### src/rtl/btn_pkg.sv
`default_nettype none
// ============================================================================
// Module : btn_pkg
// Brief  : Shared state encoding and 100 MHz default timing for the button path.
// Rev    : 1.0  initial release
// ============================================================================
package btn_pkg;

  typedef enum logic [1:0] {
    IDLE         = 2'd0,
    PRESS_WAIT   = 2'd1,
    HELD         = 2'd2,
    RELEASE_WAIT = 2'd3
  } btn_state_t;

  localparam int unsigned c_debounce_default = 1_000_000;    // 10 ms
  localparam int unsigned c_long_default     = 100_000_000;  // 1 s
  localparam int unsigned c_cnt_w_default    = 32;

endpackage
`default_nettype wire

### src/rtl/sync_2ff.sv
`default_nettype none
// ============================================================================
// Module : sync_2ff
// Brief  : 1-bit two-flop synchronizer, asynchronous active-low reset to 0.
// Rev    : 1.0  initial release
// ============================================================================
module sync_2ff (
  input  logic i_w_clk,
  input  logic i_w_reset,
  input  logic i_w_d,
  output logic o_r_q
);

  logic r_meta;

  always_ff @(posedge i_w_clk or negedge i_w_reset) begin
    if (!i_w_reset) begin
      r_meta <= 1'b0;
      o_r_q  <= 1'b0;
    end else begin
      r_meta <= i_w_d;
      o_r_q  <= r_meta;
    end
  end

endmodule
`default_nettype wire

### src/rtl/button_conditioner.sv
`default_nettype none
// ============================================================================
// Module : button_conditioner
// Brief  : Debounces a raw push-button into level, press/release/long pulses
//          and a wrapping press counter.
// Rev    : 1.0  initial release
// ============================================================================
module button_conditioner
  import btn_pkg::*;
#(
  parameter int unsigned DEBOUNCE_CYCLES = c_debounce_default,
  parameter int unsigned LONG_CYCLES     = c_long_default,
  parameter int unsigned CNT_W           = c_cnt_w_default
) (
  input  logic       i_w_clk,
  input  logic       i_w_reset,
  input  logic       i_w_button,
  output logic       o_r_level,
  output logic       o_r_press,
  output logic       o_r_release,
  output logic       o_r_long,
  output logic [7:0] o_r_press_count
);

  localparam logic [CNT_W-1:0] c_db_last   = CNT_W'(DEBOUNCE_CYCLES - 1);
  localparam logic [CNT_W-1:0] c_long_last = CNT_W'(LONG_CYCLES - 1);
  localparam logic [CNT_W-1:0] c_long_max  = CNT_W'(LONG_CYCLES);

  logic w_rst_n;
  logic w_in;

  // Reset asserts immediately but releases on a clock edge.
  sync_2ff u_rst_sync (
    .i_w_clk   (i_w_clk),
    .i_w_reset (i_w_reset),
    .i_w_d     (1'b1),
    .o_r_q     (w_rst_n)
  );

  sync_2ff u_btn_sync (
    .i_w_clk   (i_w_clk),
    .i_w_reset (i_w_reset),
    .i_w_d     (i_w_button),
    .o_r_q     (w_in)
  );

  btn_state_t       r_state, w_state_next;
  logic [CNT_W-1:0] r_dcnt, w_dcnt_next, w_dcnt_inc;
  logic [CNT_W-1:0] r_hcnt, w_hcnt_next;
  logic             r_long_done, w_long_done_next;
  logic             w_level_next, w_press_next, w_release_next, w_long_next;
  logic [7:0]       w_count_next;

  assign w_dcnt_inc = r_dcnt + CNT_W'(1);

  always_ff @(posedge i_w_clk or negedge w_rst_n) begin
    if (!w_rst_n) begin
      r_state         <= IDLE;
      r_dcnt          <= '0;
      r_hcnt          <= '0;
      r_long_done     <= 1'b0;
      o_r_level       <= 1'b0;
      o_r_press       <= 1'b0;
      o_r_release     <= 1'b0;
      o_r_long        <= 1'b0;
      o_r_press_count <= 8'd0;
    end else begin
      r_state         <= w_state_next;
      r_dcnt          <= w_dcnt_next;
      r_hcnt          <= w_hcnt_next;
      r_long_done     <= w_long_done_next;
      o_r_level       <= w_level_next;
      o_r_press       <= w_press_next;
      o_r_release     <= w_release_next;
      o_r_long        <= w_long_next;
      o_r_press_count <= w_count_next;
    end
  end

  // Acceptance fires on the edge where dcnt reaches DEBOUNCE_CYCLES-1, so the
  // registered pulse appears in the same cycle the count completes.
  always_comb begin
    w_state_next     = r_state;
    w_dcnt_next      = r_dcnt;
    w_hcnt_next      = r_hcnt;
    w_long_done_next = r_long_done;
    w_level_next     = o_r_level;
    w_press_next     = 1'b0;
    w_release_next   = 1'b0;
    w_long_next      = 1'b0;
    w_count_next     = o_r_press_count;

    case (r_state)
      IDLE: begin
        if (w_in) begin
          w_state_next = PRESS_WAIT;
          w_dcnt_next  = '0;
        end
      end

      PRESS_WAIT: begin
        if (!w_in) begin
          w_state_next = IDLE;
          w_dcnt_next  = '0;
        end else if (w_dcnt_inc == c_db_last) begin
          w_state_next     = HELD;
          w_dcnt_next      = '0;
          w_hcnt_next      = '0;
          w_long_done_next = 1'b0;
          w_press_next     = 1'b1;
          w_level_next     = 1'b1;
          w_count_next     = o_r_press_count + 8'd1;
        end else begin
          w_dcnt_next = w_dcnt_inc;
        end
      end

      HELD: begin
        if (r_hcnt != c_long_max) w_hcnt_next = r_hcnt + CNT_W'(1);
        if ((r_hcnt == c_long_last) && !r_long_done) begin
          w_long_next      = 1'b1;
          w_long_done_next = 1'b1;
        end
        if (!w_in) begin
          w_state_next = RELEASE_WAIT;
          w_dcnt_next  = '0;
        end
      end

      RELEASE_WAIT: begin
        // Hold time is frozen here so a short dip only delays the long press.
        if (w_in) begin
          w_state_next = HELD;
          w_dcnt_next  = '0;
        end else if (w_dcnt_inc == c_db_last) begin
          w_state_next   = IDLE;
          w_dcnt_next    = '0;
          w_release_next = 1'b1;
          w_level_next   = 1'b0;
        end else begin
          w_dcnt_next = w_dcnt_inc;
        end
      end

      default: begin
        w_state_next = IDLE;
        w_dcnt_next  = '0;
      end
    endcase
  end

endmodule
`default_nettype wire

### config.mk
export PLATFORM = sky130hd
export DESIGN_NAME = button_conditioner
export DESIGN_NICKNAME = d
export VERILOG_FILES = /design/src/rtl/btn_pkg.sv /design/src/rtl/sync_2ff.sv /design/src/rtl/button_conditioner.sv
export SDC_FILE = /design/constraint.sdc
export NUM_CORES = 1
export LEC_CHECK = 0
export BUFFER_PORTS_ARGS = -buffer_cell sky130_fd_sc_hd__buf_2
export CAP_MARGIN = 20
export CORE_MARGIN = 2
export CORE_UTILIZATION = 60
export DETAILED_ROUTE_END_ITERATION = 7
export MAX_ROUTING_LAYER = met4
export PLACE_DENSITY = 0.77
export SETUP_SLACK_MARGIN = 0.2
export SYNTH_ARGS = -nofsm -noshare
export SYNTH_HDL_FRONTEND = slang
export SYNTH_SLANG_ARGS = --single-unit
export TNS_END_PERCENT = 30
### constraint.sdc
create_clock -name i_w_clk -period 3.4 [get_ports i_w_clk]
set_input_delay 0.85 -clock i_w_clk [delete_from_list [all_inputs] [get_ports i_w_clk]]
set_output_delay 0.85 -clock i_w_clk [all_outputs]
set_load 0.02 [all_outputs]
==> summary.md <==
| Metric | Value |
|---|---|
| Number of failing setup endpoints in the final timing report | `0` |
| Yosys warnings | `0` |
| Num Clock Sinks | `83` |
| Outcome | `completed` |
| Vias in the first global route | `3846` |
| Worst r2r path cells | `9` |
| Count of different cell masters after synthesis | `56` |
| Htree depth | `3` |
| DIE AREA | `0.00883 sq mm` |
| Endpoint required time on the critical path | `3.65 ns` |
| Mean instance size in the synthesized netlist | `8.63 sq um` |
| Chip Width | `94.0 microns` |
| Starting density of the core | `0.625` |
| Worst IR drop on VDD | `0.374 mV` |
| Tightest slew margin relative to the limit | `0.386` |
| Crit end category | `flip-flop` |
| Cells traversed along the worst timing path | `nand4_1 -> or3_1 -> or4_1 -> a22oi_1 -> nand4_1 -> o21ai_2 -> buf_12 -> nor2_1 -> a211o_1` |
| Maximum number of pins on one net before global-route repair | `80` |
| Multi-input combinational cell area | `0.00262 sq mm` |
| Clk_skew | `0.0116 ns` |
| Sequential cell area | `0.00209 sq mm` |
| Vert. Die Dim | `94.0 microns` |
| Post-DR wirelength/cell | `17.2 microns` |
| Max Buffers Root-to-Sink | `2` |
| Ports placed on the boundary | `15` |
| Crit path arrival time | `3.31 ns` |
| Dominant cell type by area after synthesis | `sky130_fd_sc_hd__dfrtp_1` |
| Tmin final | `3.06 ns` |
| RSZ-0062 raised after global routing | `yes` |
| Number of buffers created by CTS | `9` |
| Synth Cell Area | `0.00486 sq mm` |
| Min-delay worst type | `flip-flop to asynchronous set/reset pin` |
| Sequential cell area fraction in the yosys report | `0.428` |
| Core occupancy in the finished layout | `0.692` |
| Filler instances | `647` |
| Switching power total | `0.534 mW` |
| Vias per std cell | `6.27` |
| Clock tree from TritonCTS | `yes` |
| Placed Cells incl. Taps | `667` |
| Total design power | `about 2.1 mW` |
| Most common flop cell mapped by yosys | `sky130_fd_sc_hd__dfrtp_1` |
| Final Max Slew Viols | `0` |
| Placed wire-length estimate after detailed placement | `a little over 8 mm` |
| DRC violation count after routing | `0` |
| Max Clock Freq | `approximately 330 MHz` |
| Area delta synth->final | `10.6%` |
| Reg-to-Reg End | `r_dcnt[19]` |
| Final-stage net count | `586` |
| Share of synthesized registers carrying an async set or reset | `1.00` |
| Layout cell share with drive strength beyond 1 | `0.117` |
| Total Wirelength | `between 10 and 15 mm` |
| Register-to-register setup slack | `0.34 ns` |
| Largest cells by area after synthesis | `sky130_fd_sc_hd__dfrtp_1 (43%), sky130_fd_sc_hd__nand3_1 (6.2%), sky130_fd_sc_hd__nand2_1 (5.3%)` |
| Area of the core | `approximately 0.0078 sq mm` |
| Combinational group share of total power | `0.058` |
| Fraction of power spent switching nets | `0.254` |
| Synthesized netlist net count | `~570` |
| Period utilization | `0.900` |
| Total inserted antenna cells | `0` |
| Number of synthesized flops with an enable pin | `0` |
| RD Place Congestion | `0.972` |
| CP most frequent cell | `sky130_fd_sc_hd__nand4_1` |
| Most common cell after layout, fill and taps aside | `sky130_fd_sc_hd__dfrtp_1` |
| Hold Slack | `0.259 ns` |
| Highest-delay cell along the critical path | `sky130_fd_sc_hd__or4_1` |
| Total overflow reported by the global router | `0` |
| Max stage delay on crit path | `0.57 ns` |
| Proportion of power drawn by flip-flops and latches | `0.509` |
| Final standard cell count with taps included and fillers excluded | `684` |
| Root buffer selected by CTS | `sky130_fd_sc_hd__clkbuf_8` |
| Critical register-to-register path startpoint | `r_dcnt[13]` |
| Yosys top cell area share | `0.428` |
| Cell-internal power | `1.57 mW` |
| Sum of negative setup slack | `0 ns` |
| Remaining antenna violation count after routing | `0` |
| Clk slew on worst S/H paths | `0.10 ns` |
| Transition time at the pin with the least slew margin | `a little over 0.9 ns` |
| Violation count after the first detailed-route iteration | `306` |
| Clock group share of total power | `0.433` |
| Highest-count cells in the layout ignoring fill and taps | `sky130_fd_sc_hd__dfrtp_1 (75), sky130_fd_sc_hd__nand2_1 (69), sky130_fd_sc_hd__nand3_1 (60)` |
| Count of mapped cells out of synthesis | `563` |
| Largest fanout on the critical path | `19` |
| Type of element launching the critical path | `flip-flop` |
| Total Routing Usage GR | `0.293` |
| Max-capacitance violation count | `0` |
| Power density over the cells | `just under 400 mW/mm^2` |
| Number of buffer cells added on primary ports | `14` |
| Yosys reg bits | `83` |
| Startpoint-to-endpoint class of the critical path | `flip-flop to flip-flop` |
| Pleak | `2.32 nW` |
| Final Hold Vio Count | `0` |
| Length of the first detailed-routing pass in iterations | `5` |
| Wire length of the first global-routing pass | `19.7 mm` |
| Total number of vias | `between 4000 and 5000` |
| Worst-Skew Late Latency | `0.37 ns` |
| Antenna violations before repair | `0` |
| FP Rows | `32` |
-- power by group through the flow --
stage | sequential [mW] | clock (mW) | combinational (mW)
3_3_place_gp | 1.10 | 0 | 0.0975
2_1_floorplan | 1.08 | 0 | 0.0771
3_5_place_dp | 1.10 | 0 | 0.105
6_report | 1.07 | 0.911 | 0.121
5_1_grt | 1.08 | 0.961 | 0.140
4_1_cts | 1.08 | 0.921 | 0.106
-- sequential cells by signal, indices dropped and copies added, names as in the netlist, named ones only --
register,flops
u_btn_sync.o_r_q,1
o_r_long,1
o_r_release,1
r_hcnt,32
u_rst_sync.o_r_q,1
o_r_level,1
o_r_press_count,8
r_state,1
r_long_done,1
u_btn_sync.r_meta,1
o_r_press,1
u_rst_sync.r_meta,1
r_dcnt,32
-- per-stage QoR --
step	cell area, sq um	worst slack [ns]
floorplan	4860	0.428
finish	5370	0.342
detailed placement	5070	0.338
CTS	5320	0.318
global placement	5070	0.399
global route	5370	0.199
-- cell families after synthesis --
kind of cell | share of synthesized area
xor+xnor | 0.0829
compound gates | 0.0937
fa+ha+maj | 0.0155
simple gates | 0.337
other cells | 0.000772
flops | 0.428
mux | 0.00644
buf+inv | 0.0361
-- layer usage --
| layer | wire (microns) | vias to the layer above | global-route usage |
|---|---|---|---|
| met5 | 0 | - | - |
| met4 | 135 | 0 | 0.0761 |
| met3 | 616 | 12 | 0.0337 |
| met2 | 5160 | 116 | 0.421 |
| met1 | 5840 | 2112 | 0.443 |
| li1 | - | 2047 | - |
-- repair_timing --
| action | 4_1_cts | 5_1_grt |
|---|---|---|
| gates resized for setup | 0 | 9 |
| buffers inserted | 0 | 0 |
| endpoints found under the setup margin | 0 | 40 |
| hold buffers | 0 | 0 |
-- area by class of cell --
class / count / area share
clock inverter: 7 / 0.0242
tap: 102 / 0.0238
clock buffer: 9 / 0.0231
inverter: 15 / 0.0105
multi-input combinational: 438 / 0.488
timing repair buffer: 30 / 0.0415
sequential: 83 / 0.389
-- synth_stat cells (all sizes together), types with 4 or more instances --
cell and number:
nand4 26, a21o 4, or2 6, clkbuf 18
nand3 60, or4 4, ha 6, or3 19
o31ai 5, and4 4, xor2 23, a211o 9
nor3 21, nor4 16, dfrtp 83, buf 9
xnor2 23, a21oi 9, o21ai 17, and2 6
inv 15, and3 11, nor2 58, nand2 69
-- worst max-delay path: cells and delay by family, from the launching register on --
family,cells,cell delay [ns]
AO/OA/AOI/OAI,3,0.69
buffers and inverters,1,0.17
flip-flops,1,0.51
AND/OR/NAND/NOR,5,1.56
-- how the worst max path moves through the flow --
stage / startpoint / endpoint / slack (ns) / cells past startpoint
2_1_floorplan: r_dcnt[22] / o_r_press_count[1] / 0.43 / 9
3_5_place_dp: r_dcnt[22] / o_r_press_count[0] / 0.34 / 9
3_3_place_gp: r_dcnt[7] / r_hcnt[0] / 0.40 / 9
4_1_cts: r_dcnt[22] / o_r_press_count[0] / 0.32 / 9
6_report: r_dcnt[13] / r_dcnt[19] / 0.34 / 9
5_1_grt: r_dcnt[5] / r_dcnt[19] / 0.20 / 9
Note: power is estimated with default switching activity, not from simulation.
